File: config.mk
export PLATFORM = sky130hd
export DESIGN_NAME = cl_ocl_axil_master_flat
export DESIGN_NICKNAME = d
export VERILOG_FILES = /design/src/rtl/cl_ocl_axil_master_if.sv /design/src/rtl/cl_ocl_axil_master.sv /design/src/flat_wrapper.sv
export SDC_FILE = /design/constraint.sdc
export NUM_CORES = 1
export LEC_CHECK = 0
export ABC_AREA = 1
export BUFFER_PORTS_ARGS = -buffer_cell sky130_fd_sc_hd__buf_2
export CORE_MARGIN = 2
export CORE_UTILIZATION = 50
export DETAILED_ROUTE_END_ITERATION = 10
export MAX_ROUTING_LAYER = met4
export PLACE_DENSITY = 0.77
export SLEW_MARGIN = 20
export SYNTH_ARGS = -nofsm -noshare
export SYNTH_HDL_FRONTEND = slang
export SYNTH_SLANG_ARGS = --single-unit
File: constraint.sdc
create_clock -name clk_main_a0 -period 2.1 [get_ports clk_main_a0]
set_clock_uncertainty 0.1 [all_clocks]
set_input_delay 0.21 -clock clk_main_a0 [delete_from_list [all_inputs] [get_ports clk_main_a0]]
set_output_delay 0.21 -clock clk_main_a0 [all_outputs]
set_load 0.03 [all_outputs]
File: src/rtl/cl_ocl_axil_master_if.sv
// AXI-Lite bus bundle between the OCL initiator (master) and a register-mapped CL slave.
interface cl_ocl_axil_master_if;
   logic        m_awvalid;
   logic        m_awready;
   logic [31:0] m_awaddr;
   logic        m_wvalid;
   logic        m_wready;
   logic [31:0] m_wdata;
   logic [3:0]  m_wstrb;
   logic        m_bvalid;
   logic        m_bready;
   logic [1:0]  m_bresp;
   logic        m_arvalid;
   logic        m_arready;
   logic [31:0] m_araddr;
   logic        m_rvalid;
   logic        m_rready;
   logic [31:0] m_rdata;
   logic [1:0]  m_rresp;

   modport master (
      output m_awvalid, m_awaddr, m_wvalid, m_wdata, m_wstrb, m_bready,
             m_arvalid, m_araddr, m_rready,
      input  m_awready, m_wready, m_bvalid, m_bresp, m_arready, m_rvalid,
             m_rdata, m_rresp
   );

   modport slave (
      input  m_awvalid, m_awaddr, m_wvalid, m_wdata, m_wstrb, m_bready,
             m_arvalid, m_araddr, m_rready,
      output m_awready, m_wready, m_bvalid, m_bresp, m_arready, m_rvalid,
             m_rdata, m_rresp
   );
endinterface

File: src/rtl/cl_ocl_axil_master.sv
// Single-outstanding AXI-Lite initiator: command/response handshake in, 32-bit
// single-beat reads/writes out, with a non-aborting watchdog and sticky error status.
//
// state      | meaning
// -----------+-----------------------------------------------------------
// ST_IDLE    | cmd_ready high, waiting for a command
// ST_WR_REQ  | AW and W presented independently until both handshakes done
// ST_WR_RESP | m_bready high, waiting for the write response
// ST_RD_REQ  | AR presented, waiting for m_arready
// ST_RD_DATA | m_rready high, waiting for read data
// ST_RSP     | rsp_valid high, holding the response until rsp_ready
module cl_ocl_axil_master #(
   parameter int unsigned TIMEOUT_CYCLES = 1024,
   parameter int unsigned CNT_W          = 16
) (
   input  logic                 clk_main_a0,
   input  logic                 rst_main_n,

   input  logic                 cmd_valid,
   output logic                 cmd_ready,
   input  logic                 cmd_wr,
   input  logic [31:0]          cmd_addr,
   input  logic [31:0]          cmd_wdata,
   input  logic [3:0]           cmd_wstrb,

   output logic                 rsp_valid,
   input  logic                 rsp_ready,
   output logic [31:0]          rsp_rdata,
   output logic [1:0]           rsp_resp,
   output logic                 rsp_wr,

   cl_ocl_axil_master_if.master axil,

   output logic                 timeout_sticky,
   output logic                 err_sticky,
   input  logic                 sticky_clr,
   output logic [CNT_W-1:0]     done_cnt
);

   typedef enum logic [2:0] {
      ST_IDLE    = 3'd0,
      ST_WR_REQ  = 3'd1,
      ST_WR_RESP = 3'd2,
      ST_RD_REQ  = 3'd3,
      ST_RD_DATA = 3'd4,
      ST_RSP     = 3'd5
   } state_t;

   localparam logic [CNT_W-1:0] WD_LIMIT = CNT_W'(TIMEOUT_CYCLES);
   localparam logic [CNT_W-1:0] WD_LAST  = CNT_W'(TIMEOUT_CYCLES - 1);

   state_t            state;
   state_t            state_nxt;

   logic              awvalid_q, wvalid_q, bready_q, arvalid_q, rready_q, rsp_valid_q;
   logic              awvalid_d, wvalid_d, bready_d, arvalid_d, rready_d, rsp_valid_d;
   logic [31:0]       awaddr_q, wdata_q, araddr_q, rsp_rdata_q;
   logic [3:0]        wstrb_q;
   logic [1:0]        rsp_resp_q;
   logic              rsp_wr_q;
   logic              err_q, tmo_q;
   logic [CNT_W-1:0]  wd_cnt;
   logic [CNT_W-1:0]  done_q;

   logic              accept, busy;
   logic              aw_hs, w_hs, aw_fin, w_fin, b_hs, ar_hs, r_hs, rsp_hs;
   logic              err_set, tmo_set;

   assign accept = cmd_valid && (state == ST_IDLE);
   assign busy   = (state == ST_WR_REQ) || (state == ST_WR_RESP) ||
                   (state == ST_RD_REQ) || (state == ST_RD_DATA);
   assign aw_hs  = awvalid_q && axil.m_awready;
   assign w_hs   = wvalid_q  && axil.m_wready;
   // A channel counts as finished once its valid has already dropped or it handshakes now.
   assign aw_fin = !awvalid_q || axil.m_awready;
   assign w_fin  = !wvalid_q  || axil.m_wready;
   assign b_hs   = bready_q  && axil.m_bvalid;
   assign ar_hs  = arvalid_q && axil.m_arready;
   assign r_hs   = rready_q  && axil.m_rvalid;
   assign rsp_hs = rsp_valid_q && rsp_ready;

   assign err_set = (b_hs && (axil.m_bresp != 2'b00)) || (r_hs && (axil.m_rresp != 2'b00));
   assign tmo_set = busy && (wd_cnt == WD_LAST);

   always_ff @(posedge clk_main_a0 or negedge rst_main_n) begin
      if (!rst_main_n) begin
         state <= ST_IDLE;
      end else begin
         state <= state_nxt;
      end
   end

   always_comb begin
      state_nxt = state;
      case (state)
         ST_IDLE:    if (cmd_valid) state_nxt = cmd_wr ? ST_WR_REQ : ST_RD_REQ;
         ST_WR_REQ:  if (aw_fin && w_fin) state_nxt = ST_WR_RESP;
         ST_WR_RESP: if (b_hs) state_nxt = ST_RSP;
         ST_RD_REQ:  if (ar_hs) state_nxt = ST_RD_DATA;
         ST_RD_DATA: if (r_hs) state_nxt = ST_RSP;
         ST_RSP:     if (rsp_hs) state_nxt = ST_IDLE;
         default:    state_nxt = ST_IDLE;
      endcase
   end

   // Next values of the handshake flops; every bus output stays registered.
   always_comb begin
      cmd_ready   = (state == ST_IDLE);
      awvalid_d   = awvalid_q;
      wvalid_d    = wvalid_q;
      bready_d    = bready_q;
      arvalid_d   = arvalid_q;
      rready_d    = rready_q;
      rsp_valid_d = rsp_valid_q;
      case (state)
         ST_IDLE: begin
            if (cmd_valid && cmd_wr) begin
               awvalid_d = 1'b1;
               wvalid_d  = 1'b1;
            end
            if (cmd_valid && !cmd_wr) arvalid_d = 1'b1;
         end
         ST_WR_REQ: begin
            if (aw_hs) awvalid_d = 1'b0;
            if (w_hs)  wvalid_d  = 1'b0;
            if (aw_fin && w_fin) bready_d = 1'b1;
         end
         ST_WR_RESP: begin
            if (b_hs) begin
               bready_d    = 1'b0;
               rsp_valid_d = 1'b1;
            end
         end
         ST_RD_REQ: begin
            if (ar_hs) begin
               arvalid_d = 1'b0;
               rready_d  = 1'b1;
            end
         end
         ST_RD_DATA: begin
            if (r_hs) begin
               rready_d    = 1'b0;
               rsp_valid_d = 1'b1;
            end
         end
         ST_RSP: begin
            if (rsp_hs) rsp_valid_d = 1'b0;
         end
         default: begin
            awvalid_d   = 1'b0;
            wvalid_d    = 1'b0;
            bready_d    = 1'b0;
            arvalid_d   = 1'b0;
            rready_d    = 1'b0;
            rsp_valid_d = 1'b0;
         end
      endcase
   end

   always_ff @(posedge clk_main_a0 or negedge rst_main_n) begin
      if (!rst_main_n) begin
         awvalid_q   <= 1'b0;
         wvalid_q    <= 1'b0;
         bready_q    <= 1'b0;
         arvalid_q   <= 1'b0;
         rready_q    <= 1'b0;
         rsp_valid_q <= 1'b0;
         awaddr_q    <= '0;
         wdata_q     <= '0;
         wstrb_q     <= '0;
         araddr_q    <= '0;
         rsp_rdata_q <= '0;
         rsp_resp_q  <= '0;
         rsp_wr_q    <= 1'b0;
         err_q       <= 1'b0;
         tmo_q       <= 1'b0;
         wd_cnt      <= '0;
         done_q      <= '0;
      end else begin
         awvalid_q   <= awvalid_d;
         wvalid_q    <= wvalid_d;
         bready_q    <= bready_d;
         arvalid_q   <= arvalid_d;
         rready_q    <= rready_d;
         rsp_valid_q <= rsp_valid_d;
         if (accept && cmd_wr) begin
            awaddr_q <= cmd_addr;
            wdata_q  <= cmd_wdata;
            wstrb_q  <= cmd_wstrb;
         end
         if (accept && !cmd_wr) araddr_q <= cmd_addr;
         if (accept) rsp_wr_q <= cmd_wr;
         if (b_hs) begin
            rsp_rdata_q <= '0;
            rsp_resp_q  <= axil.m_bresp;
         end
         if (r_hs) begin
            rsp_rdata_q <= axil.m_rdata;
            rsp_resp_q  <= axil.m_rresp;
         end
         // Set beats clear when both land on the same edge.
         err_q <= err_set || (err_q && !sticky_clr);
         tmo_q <= tmo_set || (tmo_q && !sticky_clr);
         if (accept) begin
            wd_cnt <= '0;
         end else if (busy && (wd_cnt != WD_LIMIT)) begin
            wd_cnt <= wd_cnt + CNT_W'(1);
         end
         if (rsp_hs) done_q <= done_q + CNT_W'(1);
      end
   end

   assign axil.m_awvalid = awvalid_q;
   assign axil.m_awaddr  = awaddr_q;
   assign axil.m_wvalid  = wvalid_q;
   assign axil.m_wdata   = wdata_q;
   assign axil.m_wstrb   = wstrb_q;
   assign axil.m_bready  = bready_q;
   assign axil.m_arvalid = arvalid_q;
   assign axil.m_araddr  = araddr_q;
   assign axil.m_rready  = rready_q;

   assign rsp_valid      = rsp_valid_q;
   assign rsp_rdata      = rsp_rdata_q;
   assign rsp_resp       = rsp_resp_q;
   assign rsp_wr         = rsp_wr_q;
   assign err_sticky     = err_q;
   assign timeout_sticky = tmo_q;
   assign done_cnt       = done_q;

endmodule

File: src/flat_wrapper.sv
// flat-port wrapper written by rule: the top's interface ports become plain ports
module cl_ocl_axil_master_flat 
#(
   parameter int unsigned TIMEOUT_CYCLES = 1024,
   parameter int unsigned CNT_W          = 16
)
  (clk_main_a0, rst_main_n, cmd_valid, cmd_ready, cmd_wr, cmd_addr, cmd_wdata, cmd_wstrb, rsp_valid, rsp_ready, rsp_rdata, rsp_resp, rsp_wr, timeout_sticky, err_sticky, sticky_clr, done_cnt, axil_m_awvalid, axil_m_awaddr, axil_m_wvalid, axil_m_wdata, axil_m_wstrb, axil_m_bready, axil_m_arvalid, axil_m_araddr, axil_m_rready, axil_m_awready, axil_m_wready, axil_m_bvalid, axil_m_bresp, axil_m_arready, axil_m_rvalid, axil_m_rdata, axil_m_rresp);
  cl_ocl_axil_master_if axil_i ();
  input  logic clk_main_a0;
  input  logic rst_main_n;
  input  logic cmd_valid;
  output logic cmd_ready;
  input  logic cmd_wr;
  input  logic [31:0] cmd_addr;
  input  logic [31:0] cmd_wdata;
  input  logic [3:0] cmd_wstrb;
  output logic rsp_valid;
  input  logic rsp_ready;
  output logic [31:0] rsp_rdata;
  output logic [1:0] rsp_resp;
  output logic rsp_wr;
  output logic timeout_sticky;
  output logic err_sticky;
  input  logic sticky_clr;
  output logic [CNT_W-1:0] done_cnt;
  output wire logic [$bits(axil_i.m_awvalid)-1:0] axil_m_awvalid;
  output wire logic [$bits(axil_i.m_awaddr)-1:0] axil_m_awaddr;
  output wire logic [$bits(axil_i.m_wvalid)-1:0] axil_m_wvalid;
  output wire logic [$bits(axil_i.m_wdata)-1:0] axil_m_wdata;
  output wire logic [$bits(axil_i.m_wstrb)-1:0] axil_m_wstrb;
  output wire logic [$bits(axil_i.m_bready)-1:0] axil_m_bready;
  output wire logic [$bits(axil_i.m_arvalid)-1:0] axil_m_arvalid;
  output wire logic [$bits(axil_i.m_araddr)-1:0] axil_m_araddr;
  output wire logic [$bits(axil_i.m_rready)-1:0] axil_m_rready;
  input wire logic [$bits(axil_i.m_awready)-1:0] axil_m_awready;
  input wire logic [$bits(axil_i.m_wready)-1:0] axil_m_wready;
  input wire logic [$bits(axil_i.m_bvalid)-1:0] axil_m_bvalid;
  input wire logic [$bits(axil_i.m_bresp)-1:0] axil_m_bresp;
  input wire logic [$bits(axil_i.m_arready)-1:0] axil_m_arready;
  input wire logic [$bits(axil_i.m_rvalid)-1:0] axil_m_rvalid;
  input wire logic [$bits(axil_i.m_rdata)-1:0] axil_m_rdata;
  input wire logic [$bits(axil_i.m_rresp)-1:0] axil_m_rresp;
  assign axil_m_awvalid = axil_i.m_awvalid;
  assign axil_m_awaddr = axil_i.m_awaddr;
  assign axil_m_wvalid = axil_i.m_wvalid;
  assign axil_m_wdata = axil_i.m_wdata;
  assign axil_m_wstrb = axil_i.m_wstrb;
  assign axil_m_bready = axil_i.m_bready;
  assign axil_m_arvalid = axil_i.m_arvalid;
  assign axil_m_araddr = axil_i.m_araddr;
  assign axil_m_rready = axil_i.m_rready;
  assign axil_i.m_awready = axil_m_awready;
  assign axil_i.m_wready = axil_m_wready;
  assign axil_i.m_bvalid = axil_m_bvalid;
  assign axil_i.m_bresp = axil_m_bresp;
  assign axil_i.m_arready = axil_m_arready;
  assign axil_i.m_rvalid = axil_m_rvalid;
  assign axil_i.m_rdata = axil_m_rdata;
  assign axil_i.m_rresp = axil_m_rresp;
  cl_ocl_axil_master #(.TIMEOUT_CYCLES(TIMEOUT_CYCLES), .CNT_W(CNT_W)) u_core (.clk_main_a0(clk_main_a0), .rst_main_n(rst_main_n), .cmd_valid(cmd_valid), .cmd_ready(cmd_ready), .cmd_wr(cmd_wr), .cmd_addr(cmd_addr), .cmd_wdata(cmd_wdata), .cmd_wstrb(cmd_wstrb), .rsp_valid(rsp_valid), .rsp_ready(rsp_ready), .rsp_rdata(rsp_rdata), .rsp_resp(rsp_resp), .rsp_wr(rsp_wr), .axil(axil_i), .timeout_sticky(timeout_sticky), .err_sticky(err_sticky), .sticky_clr(sticky_clr), .done_cnt(done_cnt));
endmodule
==> impl_metrics.yaml <==
status:
  status: "finished, final reports clean"
sta:
  tns_ps: 0
  rsz0062_at_grt: "false"
  max-slew-margin-rel_pct: 65.2
  slew_viol_final: 0
  min_period_ps: 1970
  hold_violations: 0
  setup_viol: 0
  min_period_over_period_pct: 93.7
  max_freq_ghz: 0.508
  worst_slew_pin_slew_ps: 522
setup_path:
  endpoint_kind: "register"
  rr_worst_depth: 5
  reg2reg_from: "u_core.axil.m_rready"
  critPathLaunchType: "register"
  worstPathArrival_ps: 2180
  required_ps: 2310
  rrSetupSlack_ps: 130
  crit_path_max_fanout: 13
  critPathKind: "reg2reg"
  reg2reg_to: "u_core.err_sticky"
cells_and_area:
  multiInputGateArea_mm2: 0.00310
  syn_to_final_growth_pct: 41.0
  fin_cells: 1545
  drive_above_1_share_pct: 26.2
  nFillCells: 1098
  nets: 1436
  ff_latch_area_mm2: 0.00445
  fin_area_mm2: 0.0112
pwr:
  p_sw_w: 0.00806
  clkPwrFrac_pct: 19.3
  seqPwrFrac_pct: 34.3
  p_leak_nw: 6.15
  cellPowerDensity_mw_per_mm2: 1530
  internal_power_w: 0.00908
  switching_share_pct: 47.0
  p_total_w: 0.0171
  ir_worst_vdd_uv: 979
  pwr-share-comb_pct: 46.4
route:
  wl_um: 25300
  drtPass1Iterations: 6
  via_per_inst: 5.24
  dr_total_vias: 8096
  wire_per_inst_um: 16.4
  ant_nets: 0
  route.detailed.drc: 0
  drt_iter0_markers: 632
min_path:
  holdPathEnd: "u_core.axil.m_araddr[5]"
  holdPathStages: 3
  hp-class: "in2reg"
  min_from: "cmd_addr[5]"
clocking:
  clock_path_buffers: 2
  cts-root-buf: "clkbuf_16"
  clkLatencyLatePin_ps: 430
  h-tree-depth: 4
  numCtsBuffers: 17
  tritoncts: "done"
  clkSinkCount: 178
  post_cts_buffers: 0
  clk_pin_slew_ps: 60
logic_synthesis:
  ys_top_cells_by_count: "423 x nand2_1, 178 x dfrtp_1, 67 x nand3_1"
  synth_largest_area_cell: "dfrtp_1"
  syn_avg_cell_area_um2: 8.43
  yosysMostFrequentCell: "nand2_1"
  synth_area_leaders: "dfrtp_1 56%, nand2_1 20%, nand3_1 4.2%, o21ai_1 3.7%, nor2_1 2.1%"
  synth_nets: 1063
  synth_top_area_share_pct: 56.0
  synth_cell_types: 33
  synthCells: 943
  syn_area_mm2: 0.00795
  async_flop_share_pct: 100
  synth_ff_type: "dfrtp_1"
  ys_warn_count: 0
  synth_edf_count: 0
  ys_seq_area_share_pct: 56.0
  synth-seq-cells: 178
global_routing:
  antenna_found_initial: 1
  grt_pass1_vias: 7852
  grt_max_degree: 68
  grt_first_pass_wirelength_um: 39700
  overflow: 0
  grt.total_usage_pct: 31.1
place:
  hpwl_um: 15600
  dp_cells: 1407
  place_area_mm2: 0.00953
  io_buffers: 274
  routabilityCongestion: 0.949
run:
  drv_cap: 0
floorplan:
  die_w_um: 130
  start_util_pct: 50.6
  io_pins: 275
  num_rows: 46
  die_h_um: 130
  die-area_mm2: 0.0169
  coreArea_mm2: 0.0157
-- cell families after synthesis --
group	Yosys count	synth area share (%)
and+or+nand+nor	571	30.2
DFF	178	56.0
AOI/OAI and AO/OA	93	6.31
buffers and inverters	81	5.02
xor gates and xnor gates	15	1.65
adders and majority gates	5	0.787
-- power groups by stage --
stage / combinational [W] / clock, W / sequential [W]
6_report: 0.00795 / 0.00331 / 0.00589
3_5_place_dp: 0.00762 / 0 / 0.00582
3_3_place_gp: 0.00750 / 0 / 0.00581
4_1_cts: 0.00783 / 0.00334 / 0.00583
2_1_floorplan: 0.00290 / 0 / 0.00820
5_1_grt: 0.00855 / 0.00347 / 0.00604
-- worst max-delay path, stage by stage (launching register included) --
cell and delay (ps):
dfrtp_1 400, nand2_1 140, clkinv_1 330, nand2_1 200, o2111ai_1 110, dlygate4sd3_1 570
-- repair_timing --
action / in CTS / in global routing
resized for setup: 0 / 1
endpoints found under the setup margin: 0 / 1
hold buffers: 106 / 0
hold endpoints to repair: 183 / 0
-- final cells by class --
| class | instances | share of cell area [%] |
|---|---|---|
| repair buffers | 396 | 23.4 |
| well taps | 216 | 2.41 |
| flip-flops and latches | 178 | 39.7 |
| clock buffers | 20 | 4.07 |
| diodes | 1 | 0.0223 |
| inverters | 39 | 1.33 |
| multi-input cells | 684 | 27.7 |
| clock inverters | 11 | 1.37 |
-- registers in the layout, indices dropped and copies added (netlist names), 2 cells and up --
signal	cells
u_core.done_cnt	16
u_core.axil.m_wdata	32
u_core.wd_cnt	16
u_core.axil.m_awaddr	32
u_core.axil.m_araddr	32
u_core.rsp_rdata	32
u_core.axil.m_wstrb	4
u_core.state	3
u_core.rsp_resp	2
-- placed cells by master (no fill, tap or decap), types with 11 or more instances in the layout --
cell type	n
inv_1	32
nand2_1	423
nor2_1	45
o21ai_1	59
buf_2	273
nand3_1	67
nand3_2	11
clkbuf_16	17
dfrtp_1	178
o21ai_0	22
dlygate4sd3_1	106
-- worst max-delay path by stage --
| stage | from | to | cells after the start |
|---|---|---|---|
| finish | u_core.axil.m_rready | u_core.err_sticky | 5 |
| global route | u_core.axil.m_rready | u_core.err_sticky | 5 |
| CTS | u_core.axil.m_rready | u_core.rsp_resp[1] | 6 |
| detailed placement | u_core.state[1] | u_core.axil.m_awaddr[31] | 7 |
| global placement | u_core.wd_cnt[0] | u_core.wd_cnt[10] | 8 |
| floorplan | u_core.done_cnt[2] | u_core.done_cnt[13] | 7 |
-- metrics by stage --
step	setup slack [ps]	hold WS, ps	utilization (%)
6_report	133	25.4	71.4
3_3_place_gp	330	99.2	60.7
2_1_floorplan	458	-186	-
3_5_place_dp	314	105	60.7
4_1_cts	110	5.66	71.3
5_1_grt	18.2	13.0	71.4
-- layer usage --
layer / vias to the layer above / global-route usage [%] / wire, µm
li1: 3745 / - / -
met1: 3864 / 37.9 / 9670
met2: 403 / 49.8 / 12900
met3: 84 / 7.38 / 1820
met4: 0 / 13.2 / 879
met5: - / - / 0
Power figures use the tool's default switching activity.
